--- src/rtl/board_arb_pkg.sv ---
// board_arb_pkg: shared types and constants for the board RAM arbiter.
package board_arb_pkg;

    typedef enum logic {
        IDLE  = 1'b0,
        CLEAR = 1'b1
    } arb_state_e;

    localparam int BOARD_DEPTH = 200;
    localparam int CELL_W      = 3;
    localparam logic [CELL_W-1:0] CELL_EMPTY = '0;

endpackage

--- src/rtl/board_clear_seq.sv ---
// board_clear_seq: walks the clear pointer over the board, one cell per blanking cycle.
module board_clear_seq #(
    parameter int ADDR_W = 8,
    parameter int DEPTH  = 200
) (
    input  logic              pclk,
    input  logic              rstn,
    input  logic              start,
    input  logic              active,
    input  logic              disp_en,
    output logic              adv,
    output logic              done,
    output logic [ADDR_W-1:0] clr_ptr
);

    logic [ADDR_W-1:0] clr_ptr_d, clr_ptr_q;

    always_comb begin
        adv       = active && !disp_en;
        done      = adv && (clr_ptr_q == ADDR_W'(DEPTH - 1));
        clr_ptr_d = (start || done) ? '0 : adv ? clr_ptr_q + ADDR_W'(1) : clr_ptr_q;
    end

    always_ff @(posedge pclk or negedge rstn) begin
        if (!rstn) clr_ptr_q <= '0;
        else       clr_ptr_q <= clr_ptr_d;
    end

    assign clr_ptr = clr_ptr_q;

endmodule

--- src/rtl/board_mem_arbiter.sv ---
// board_mem_arbiter: shares one board RAM port between display, clear sequencer and engine.
// Optional stall counter output when BOARD_ARB_STATS_EN is defined.
module board_mem_arbiter
    import board_arb_pkg::*;
#(
    parameter int ADDR_W = 8,
    parameter int DATA_W = CELL_W,
    parameter int DEPTH  = BOARD_DEPTH
) (
    input  logic              pclk,
    input  logic              rstn,
    input  logic              disp_en,
    input  logic [ADDR_W-1:0] disp_addr,
    output logic [DATA_W-1:0] disp_rdata,
    input  logic              eng_req,
    input  logic              eng_we,
    input  logic [ADDR_W-1:0] eng_addr,
    input  logic [DATA_W-1:0] eng_wdata,
    output logic              eng_gnt,
    output logic              eng_rvalid,
    output logic [DATA_W-1:0] eng_rdata,
    input  logic              clr_req,
    output logic              clr_busy,
    output logic              mem_en,
    output logic              mem_we,
    output logic [ADDR_W-1:0] mem_addr,
    output logic [DATA_W-1:0] mem_wdata,
    input  logic [DATA_W-1:0] mem_rdata
`ifdef BOARD_ARB_STATS_EN
    ,
    output logic [15:0]       stall_cnt
`endif
);

    arb_state_e        state_d, state_q;
    logic              clr_start, clr_adv, clr_done;
    logic [ADDR_W-1:0] clr_ptr;
    logic              g_clr, g_eng;
    logic              disp_rd_d, disp_rd_q, eng_rd_d, eng_rd_q;
    logic [DATA_W-1:0] disp_hold_d, disp_hold_q, eng_hold_d, eng_hold_q;

    board_clear_seq #(.ADDR_W(ADDR_W), .DEPTH(DEPTH)) u_clr (
        .pclk    (pclk),
        .rstn    (rstn),
        .start   (clr_start),
        .active  (state_q == CLEAR),
        .disp_en (disp_en),
        .adv     (clr_adv),
        .done    (clr_done),
        .clr_ptr (clr_ptr)
    );

    always_ff @(posedge pclk or negedge rstn) begin
        if (!rstn) state_q <= IDLE;
        else       state_q <= state_d;
    end

    always_comb begin
        clr_start = (state_q == IDLE) && clr_req;
        state_d   = clr_start ? CLEAR : clr_done ? IDLE : state_q;
    end

    // Outputs are forced low while rstn is asserted so the RAM sees no access during reset.
    always_comb begin
        g_clr     = !disp_en && (state_q == CLEAR);
        g_eng     = !disp_en && (state_q == IDLE) && eng_req && !clr_req;
        eng_gnt   = rstn && g_eng;
        clr_busy  = state_q == CLEAR;
        mem_en    = rstn && (disp_en || clr_adv || g_eng);
        mem_we    = rstn && (clr_adv || (g_eng && eng_we));
        mem_addr  = !rstn ? '0 : disp_en ? disp_addr : g_clr ? clr_ptr : g_eng ? eng_addr : '0;
        mem_wdata = (rstn && g_eng) ? eng_wdata : DATA_W'(CELL_EMPTY);
    end

    always_comb begin
        disp_rd_d   = disp_en;
        eng_rd_d    = g_eng && !eng_we;
        disp_rdata  = disp_rd_q ? mem_rdata : disp_hold_q;
        eng_rvalid  = eng_rd_q;
        eng_rdata   = eng_rd_q ? mem_rdata : eng_hold_q;
        disp_hold_d = disp_rdata;
        eng_hold_d  = eng_rdata;
    end

    always_ff @(posedge pclk or negedge rstn) begin
        if (!rstn) begin
            disp_rd_q   <= 1'b0;
            eng_rd_q    <= 1'b0;
            disp_hold_q <= '0;
            eng_hold_q  <= '0;
        end else begin
            disp_rd_q   <= disp_rd_d;
            eng_rd_q    <= eng_rd_d;
            disp_hold_q <= disp_hold_d;
            eng_hold_q  <= eng_hold_d;
        end
    end

`ifdef BOARD_ARB_STATS_EN
    logic [15:0] stall_cnt_d, stall_cnt_q;

    always_comb begin
        stall_cnt_d = clr_start ? '0
                    : (eng_req && !g_eng && stall_cnt_q != 16'hFFFF) ? stall_cnt_q + 16'd1
                    : stall_cnt_q;
    end

    always_ff @(posedge pclk or negedge rstn) begin
        if (!rstn) stall_cnt_q <= '0;
        else       stall_cnt_q <= stall_cnt_d;
    end

    assign stall_cnt = stall_cnt_q;
`endif

endmodule
--- config.mk ---
export PLATFORM = sky130hd
export DESIGN_NAME = board_mem_arbiter
export DESIGN_NICKNAME = d
export VERILOG_FILES = /design/src/rtl/board_arb_pkg.sv /design/src/rtl/board_clear_seq.sv /design/src/rtl/board_mem_arbiter.sv
export SDC_FILE = /design/constraint.sdc
export NUM_CORES = 1
export LEC_CHECK = 0
export CAP_MARGIN = 20
export CORE_MARGIN = 2
export CORE_UTILIZATION = 40
export DETAILED_ROUTE_END_ITERATION = 6
export PLACE_DENSITY = 0.91
export RECOVER_POWER = 50
export SKIP_CTS_REPAIR_TIMING = 1
export SYNTH_ARGS = -nofsm -noshare
export SYNTH_HDL_FRONTEND = slang
export SYNTH_HIERARCHICAL = 1
export SYNTH_SLANG_ARGS = --single-unit
--- constraint.sdc ---
create_clock -name pclk -period 2 [get_ports pclk]
set_input_delay 0.4 -clock pclk [delete_from_list [all_inputs] [get_ports pclk]]
set_output_delay 0.4 -clock pclk [all_outputs]
set_load 0.01 [all_outputs]
==> impl_metrics.tcl, run 1 <==
set metrics [dict create \
    p_seq_frac 0.482 \
    whs_path_depth 1 \
    viasPerCell 5.621 \
    worst_pin_slew_ns 0.9058 \
    cts_max_level 1 \
    power_frac_clock 0.169 \
    required_ns 1.60 \
    p_leak_nw 0.8847 \
    clkLatencyLatePin_ns 0.30 \
    die_h_um 54.34 \
    r2r-end "u_clr/clr_ptr[6]" \
    final_cells 190 \
    yosys_register_bits 17 \
    netlist-cell-type-count 36 \
    synth_edf_count 0 \
    worstPathArrival_ns 1.88 \
    slowest_stage "or3b_4" \
    fmax_mhz 439.2 \
    root_buffer "clkbuf_4" \
    grt_usage 0.2236 \
    n_antenna_cell 0 \
    drtAntennaViolNets 0 \
    slowest_delay_ns 0.43 \
    dp_cells 182 \
    grt_pass1_wl_um 4636 \
    cp-end-kind "output port" \
    cp_cell_sequence "or3b_4 > nor3b_4 > buf_12 > buf_8 > a221o_2 > buf_6" \
    first_global_vias 1015 \
    swShare 0.3478 \
    grt-ovfl-total 0 \
    rrSetupSlack_ns 0.50 \
    core_area_mm2 0.002432 \
    rr_worst_depth 4 \
    dieArea_mm2 0.002952 \
    peakVddDrop_mv 0.6027 \
    hpwl_um 2445 \
    wl_um 3246 \
    initial_core_util 0.4167 \
    wire_per_inst_um 17.08 \
    hp-class "flop to flop" \
    p_sw_w 0.0003716 \
    max_cap_viol_count 0 \
    cts_buffer_depth 2 \
    yosysTopAreaCell "dfrtp_1" \
    dpl_cell_area_mm2 0.001614 \
    setup_ws_ns -0.2770 \
    area_growth_pct 68.77 \
    worstReg2RegStart "u_clr/clr_ptr[0]" \
    synth_ff_type "dfrtp_1" \
    avgSynthCellArea_um2 10.56 \
    post-route-drc-count 0 \
    crit_type "flop to output port" \
    final.setup.tns_ns -2.913 \
    die_width_um 54.34 \
    cp-start-kind "flop" \
    cts_buffers 3 \
    hold_start "disp_hold_q[2]" \
    drt-initial-drc-count 47 \
    synth-async-reset-ratio 1.000 \
    syn_area_mm2 0.001013 \
    antenna_found_initial 0 \
    clock_skew_ns 0.005493 \
    synth_nets 125 \
    cts_tree "done" \
    finalSetupViolCount 13 \
    synth_cells 96 \
    synth_seq_area_share 0.4198 \
    stdcell_area_mm2 0.001710 \
    ioPinCount 50 \
    synth_top_cell_area_share 0.4198 \
    path_max_fanout 6 \
    synth.area.top_cells "dfrtp_1, a221o_2, mux2_2" \
    first_pass_iters 4 \
    status "complete, but fails checks" \
    violations "setup timing" \
    drive_gt1_frac 0.3313 \
    min_period_over_period 1.139 \
    p_comb_frac 0.348 \
    grt_max_degree 18 \
    powerDensity_mw_per_mm2 624.6 \
    slew_violations 0 \
    maxSlewHeadroom 0.3962 \
    place.port_buffers 49 \
    vias 1068 \
    p_int_w 0.0006967 \
    whs_endpoint "disp_hold_q[2]" \
    layout.nets 190 \
    rsz0062_at_grt "true" \
    fin_util 0.7032 \
    yosysWarningCount 6 \
    fin_hold_ws_ns 0.5043 \
    gp_congestion 0.9276 \
    fp-row-count 18 \
    layout_min_cycle_time_ns 2.277 \
    hold_viol_final 0 \
    path_clk_slew_ns 0.09 \
    cts_sinks 17 \
]
## power by group through the flow
stage	registers, W	logic (W)	clock network (W)
after detailed placement	0.000520	0.000367	0
after floorplan	0.000487	0.000197	0
final	0.000515	0.000372	0.000181
after CTS	0.000511	0.000369	0.000188
after global routing	0.000527	0.000409	0.000211
after global placement	0.000513	0.000350	0
## worst max-delay path: cells and delay by family, from the launching register on
kind | cells | cell delay [ns]
AO/OA/AOI/OAI | 1 | 0.16
buffers and inverters | 3 | 0.34
flip-flops | 1 | 0.41
AND/OR/NAND/NOR | 2 | 0.67
## per-layer routing
| layer | track usage | wire [µm] | vias up |
|---|---|---|---|
| li1 | - | - | 497 |
| met1 | 0.2419 | 1260 | 511 |
| met2 | 0.4197 | 1698 | 50 |
| met3 | 0.04918 | 208 | 10 |
| met4 | 0.08333 | 78 | 0 |
| met5 | 0 | 0 | - |
## sequential cells by signal, summed over array words and instances, names as in the netlist
name,flops
u_clr/clr_ptr,8
eng_rvalid,1
disp_rd_q,1
disp_hold_q,3
eng_hold_q,3
clr_busy,1
## cell usage after synthesis, drive strengths merged, types with 2 or more instances
master,number
inv,2
nand4b,2
dfrtp,17
a221o,8
nand2,4
mux2,6
a21oi,6
o21ai,3
or3,4
and3,8
and2,4
clkbuf,3
nand3,3
nand2b,2
nor2,5
## placed cells by master, fill, tap and decap left out, types with 4 or more instances in the layout
cell / synthesis / routed
nand2_1: 4 / 4
mux2_2: 6 / 4
a221o_2: 8 / 8
dlymetal6s2s_1: 0 / 10
clkdlybuf4s50_1: 0 / 25
buf_6: 1 / 12
dfrtp_1: 17 / 17
buf_4: 0 / 11
and3_1: 8 / 8
a21oi_1: 6 / 6
nor2_1: 5 / 5
## worst max-delay path by stage
stage / endpoint / slack (ns) / start / cells past startpoint
floorplan: mem_addr[2] / 0.12 / clr_busy / 4
global placement: mem_addr[0] / -0.69 / eng_req / 6
detailed placement: mem_addr[5] / -0.72 / eng_req / 6
CTS: mem_addr[5] / -0.73 / clr_req / 6
global route: mem_we / -0.34 / clr_busy / 6
finish: mem_addr[5] / -0.28 / clr_busy / 6
## final cells by class
class                   count  area, µm²
repair buffers             64      651.9
clock inverters             1      5.005
fillers                   169      721.9
multi-input cells          73      560.5
well taps                  30      37.54
inverters                   2      7.507
flip-flops and latches     17      425.4
clock buffers               3      22.52
## through the flow
stage	setup WS, ns	power, W
5_1_grt	-0.3434	0.001147
2_1_floorplan	0.1196	0.0006841
6_report	-0.2770	0.001068
3_5_place_dp	-0.7172	0.0008866
4_1_cts	-0.7306	0.001069
3_3_place_gp	-0.6875	0.0008626
## cells by family after synthesis
kind of cell    after synthesis  synth area share
fa+ha+maj                     1           0.01234
flops                        17            0.4198
buf+inv                       6           0.02963
xor+xnor                      2           0.01729
simple gates                 41            0.2729
compound gates               23            0.1815
mux                           6           0.06666
(Power assumes the default switching activity.)
==> inputs of run 2 (changes only) <==
--- a/config.mk
+++ b/config.mk
@@ -11,6 +11,7 @@
 export DETAILED_ROUTE_END_ITERATION = 6
 export PLACE_DENSITY = 0.91
 export RECOVER_POWER = 50
+export SETUP_SLACK_MARGIN = 0.05
 export SKIP_CTS_REPAIR_TIMING = 1
 export SYNTH_ARGS = -nofsm -noshare
 export SYNTH_HDL_FRONTEND = slang
==> run 2 against run 1 <==
The run still ends with setup timing left. Global-route usage unchanged. Sequential power about the same. Largest cell class unchanged. Maximum frequency grew 0.83%. Die area stayed put. Largest power group unchanged. Worst setup slack better by 0.019 ns. Clock skew grew 0.0018 ns. Worst hold slack lost 0.0012 ns. Register-to-register slack about the same. Sequential share of layout area is 0.22 points lower. Non-clock buffer count is 1 higher. Count of clock-buffer cells in the layout unchanged.
==> impl_metrics.tcl, run 2 (same netlist as run 1, synthesis figures left out) <==
set metrics [dict create \
    die_width_um 54.34 \
    required_ns 1.60 \
    drive_gt1_frac 0.3416 \
    cp_cell_sequence "or3b_4 > nor3b_4 > buf_12 > buf_8 > a221o_2 > buf_6" \
    layout_min_cycle_time_ns 2.258 \
    grt_pass1_wl_um 4636 \
    cts_max_level 1 \
    layout_common_cells "clkdlybuf4s50_1, dfrtp_1, buf_6" \
    place.port_buffers 49 \
    p_comb_frac 0.352 \
    final.setup.tns_ns -2.678 \
    maxSlewHeadroom 0.4147 \
    drt-initial-drc-count 44 \
    fin_util 0.7094 \
    root_buffer "clkbuf_4" \
    path_max_fanout 6 \
    path_clk_slew_ns 0.09 \
    mostFrequentLayoutCell "clkdlybuf4s50_1" \
    critPathTopFamily "simple AND/OR/NAND/NOR gates" \
    finalSetupViolCount 14 \
    grt-ovfl-total 0 \
    grt_usage 0.2236 \
    cp-start-kind "flop" \
    first_global_vias 1015 \
    p_sw_w 0.0003731 \
    gp_congestion 0.9276 \
    wire_per_inst_um 17.96 \
    power_frac_clock 0.167 \
    path_buf_inv 3 \
    status "complete, but fails checks" \
    min_period_over_period 1.129 \
    setup_ws_ns -0.2583 \
    p_int_w 0.0006973 \
    post-route-drc-count 0 \
    core_area_mm2 0.002432 \
    largest_register_ffs 8 \
    swShare 0.3485 \
    area_growth_pct 70.25 \
    worstPathArrival_ns 1.86 \
    powerDensity_mw_per_mm2 620.3 \
    hp-class "flop to flop" \
    wl_um 3431 \
    first_pass_iters 4 \
    rsz0062_at_grt "true" \
    cts_sinks 17 \
    antenna_found_initial 0 \
    cts_tree "done" \
    p_leak_nw 0.8912 \
    dieArea_mm2 0.002952 \
    cp-end-kind "output port" \
    grt_max_degree 18 \
    cts_buffer_depth 2 \
    worstReg2RegStart "u_clr/clr_ptr[0]" \
    clkLatencyLatePin_ns 0.29 \
    crit_type "flop to output port" \
    clock_skew_ns 0.007275 \
    n_antenna_cell 0 \
    initial_core_util 0.4167 \
    slowest_delay_ns 0.42 \
    max_cap_viol_count 0 \
    violations "setup timing" \
    worst_pin_slew_ns 0.8779 \
    hold_start "eng_hold_q[2]" \
    layout.nets 191 \
    cts_buffers 3 \
    slowest_stage "or3b_4" \
    vias 1075 \
    hpwl_um 2445 \
    ioPinCount 50 \
    die_h_um 54.34 \
    viasPerCell 5.628 \
    peakVddDrop_mv 0.6106 \
    fmax_mhz 442.8 \
    slew_violations 0 \
    startpoint "clr_busy" \
    hold_viol_final 0 \
    p_seq_frac 0.481 \
    fp-row-count 18 \
    drtAntennaViolNets 0 \
]
## run 2: cell types whose count changed in the layout (fill, tap and decap cells not counted)
cell,delta
a21boi_1,-1
a21boi_2,+1
buf_6,+1
## run 2: path summary, 6_finish.rpt
path,slack [ns],endpoint,depth (start not counted)
min in group asynchronous,0.74,u_clr/clr_ptr[2],2
min reg2reg,0.50,eng_hold_q[2],1
max,-0.26,mem_addr[5],6
min,0.50,eng_hold_q[2],1
max reg2reg,0.49,u_clr/clr_ptr[6],4
max in group asynchronous,0.72,u_clr/clr_ptr[6],2
## run 2: worst reg2reg max path, cell delays in order, from the launching register on
cell,delay (ns)
dfrtp_1,0.45
ha_1,0.23
nand4b_1,0.19
or3_1,0.39
a31oi_1,0.17
## run 2: per-stage QoR
| stage | std cells | setup WS [ns] | hold WS [ns] | power [W] | instance area, µm² |
|---|---|---|---|---|---|
| finish | 191 | -0.2583 | 0.5032 | 0.001070 | 1725 |
| floorplan | 96 | 0.1196 | 0.1044 | 0.0006841 | 1013 |
| CTS | 186 | -0.7306 | 0.5036 | 0.001069 | 1642 |
| detailed placement | 182 | -0.7172 | 0.4884 | 0.0008866 | 1614 |
| global route | 191 | -0.3370 | 0.4849 | 0.001149 | 1725 |
| global placement | 182 | -0.6875 | 0.4823 | 0.0008626 | 1614 |
## run 2: final cells by class
class                   instances  area (µm²)
repair buffers                 65       663.1
fillers                       165       706.9
clock buffers                   3       22.52
multi-input cells              73       564.3
inverters                       2       7.507
flip-flops and latches         17       425.4
clock inverters                 1       5.005
well taps                      30       37.54
## run 2: power groups by stage
| stage | combinational, W | clock, W | sequential [W] |
|---|---|---|---|
| after floorplan | 0.000197 | 0 | 0.000487 |
| after global placement | 0.000350 | 0 | 0.000513 |
| after detailed placement | 0.000367 | 0 | 0.000520 |
| after CTS | 0.000369 | 0.000188 | 0.000511 |
| after global routing | 0.000411 | 0.000211 | 0.000527 |
| final | 0.000377 | 0.000179 | 0.000515 |
## run 2: metal layers
metal | track usage | vias up | wire length, µm
met4 | 0.08333 | 0 | 63
met5 | 0 | - | 0
met3 | 0.04918 | 6 | 188
met1 | 0.2419 | 524 | 1334
li1 | - | 498 | -
met2 | 0.4197 | 47 | 1845
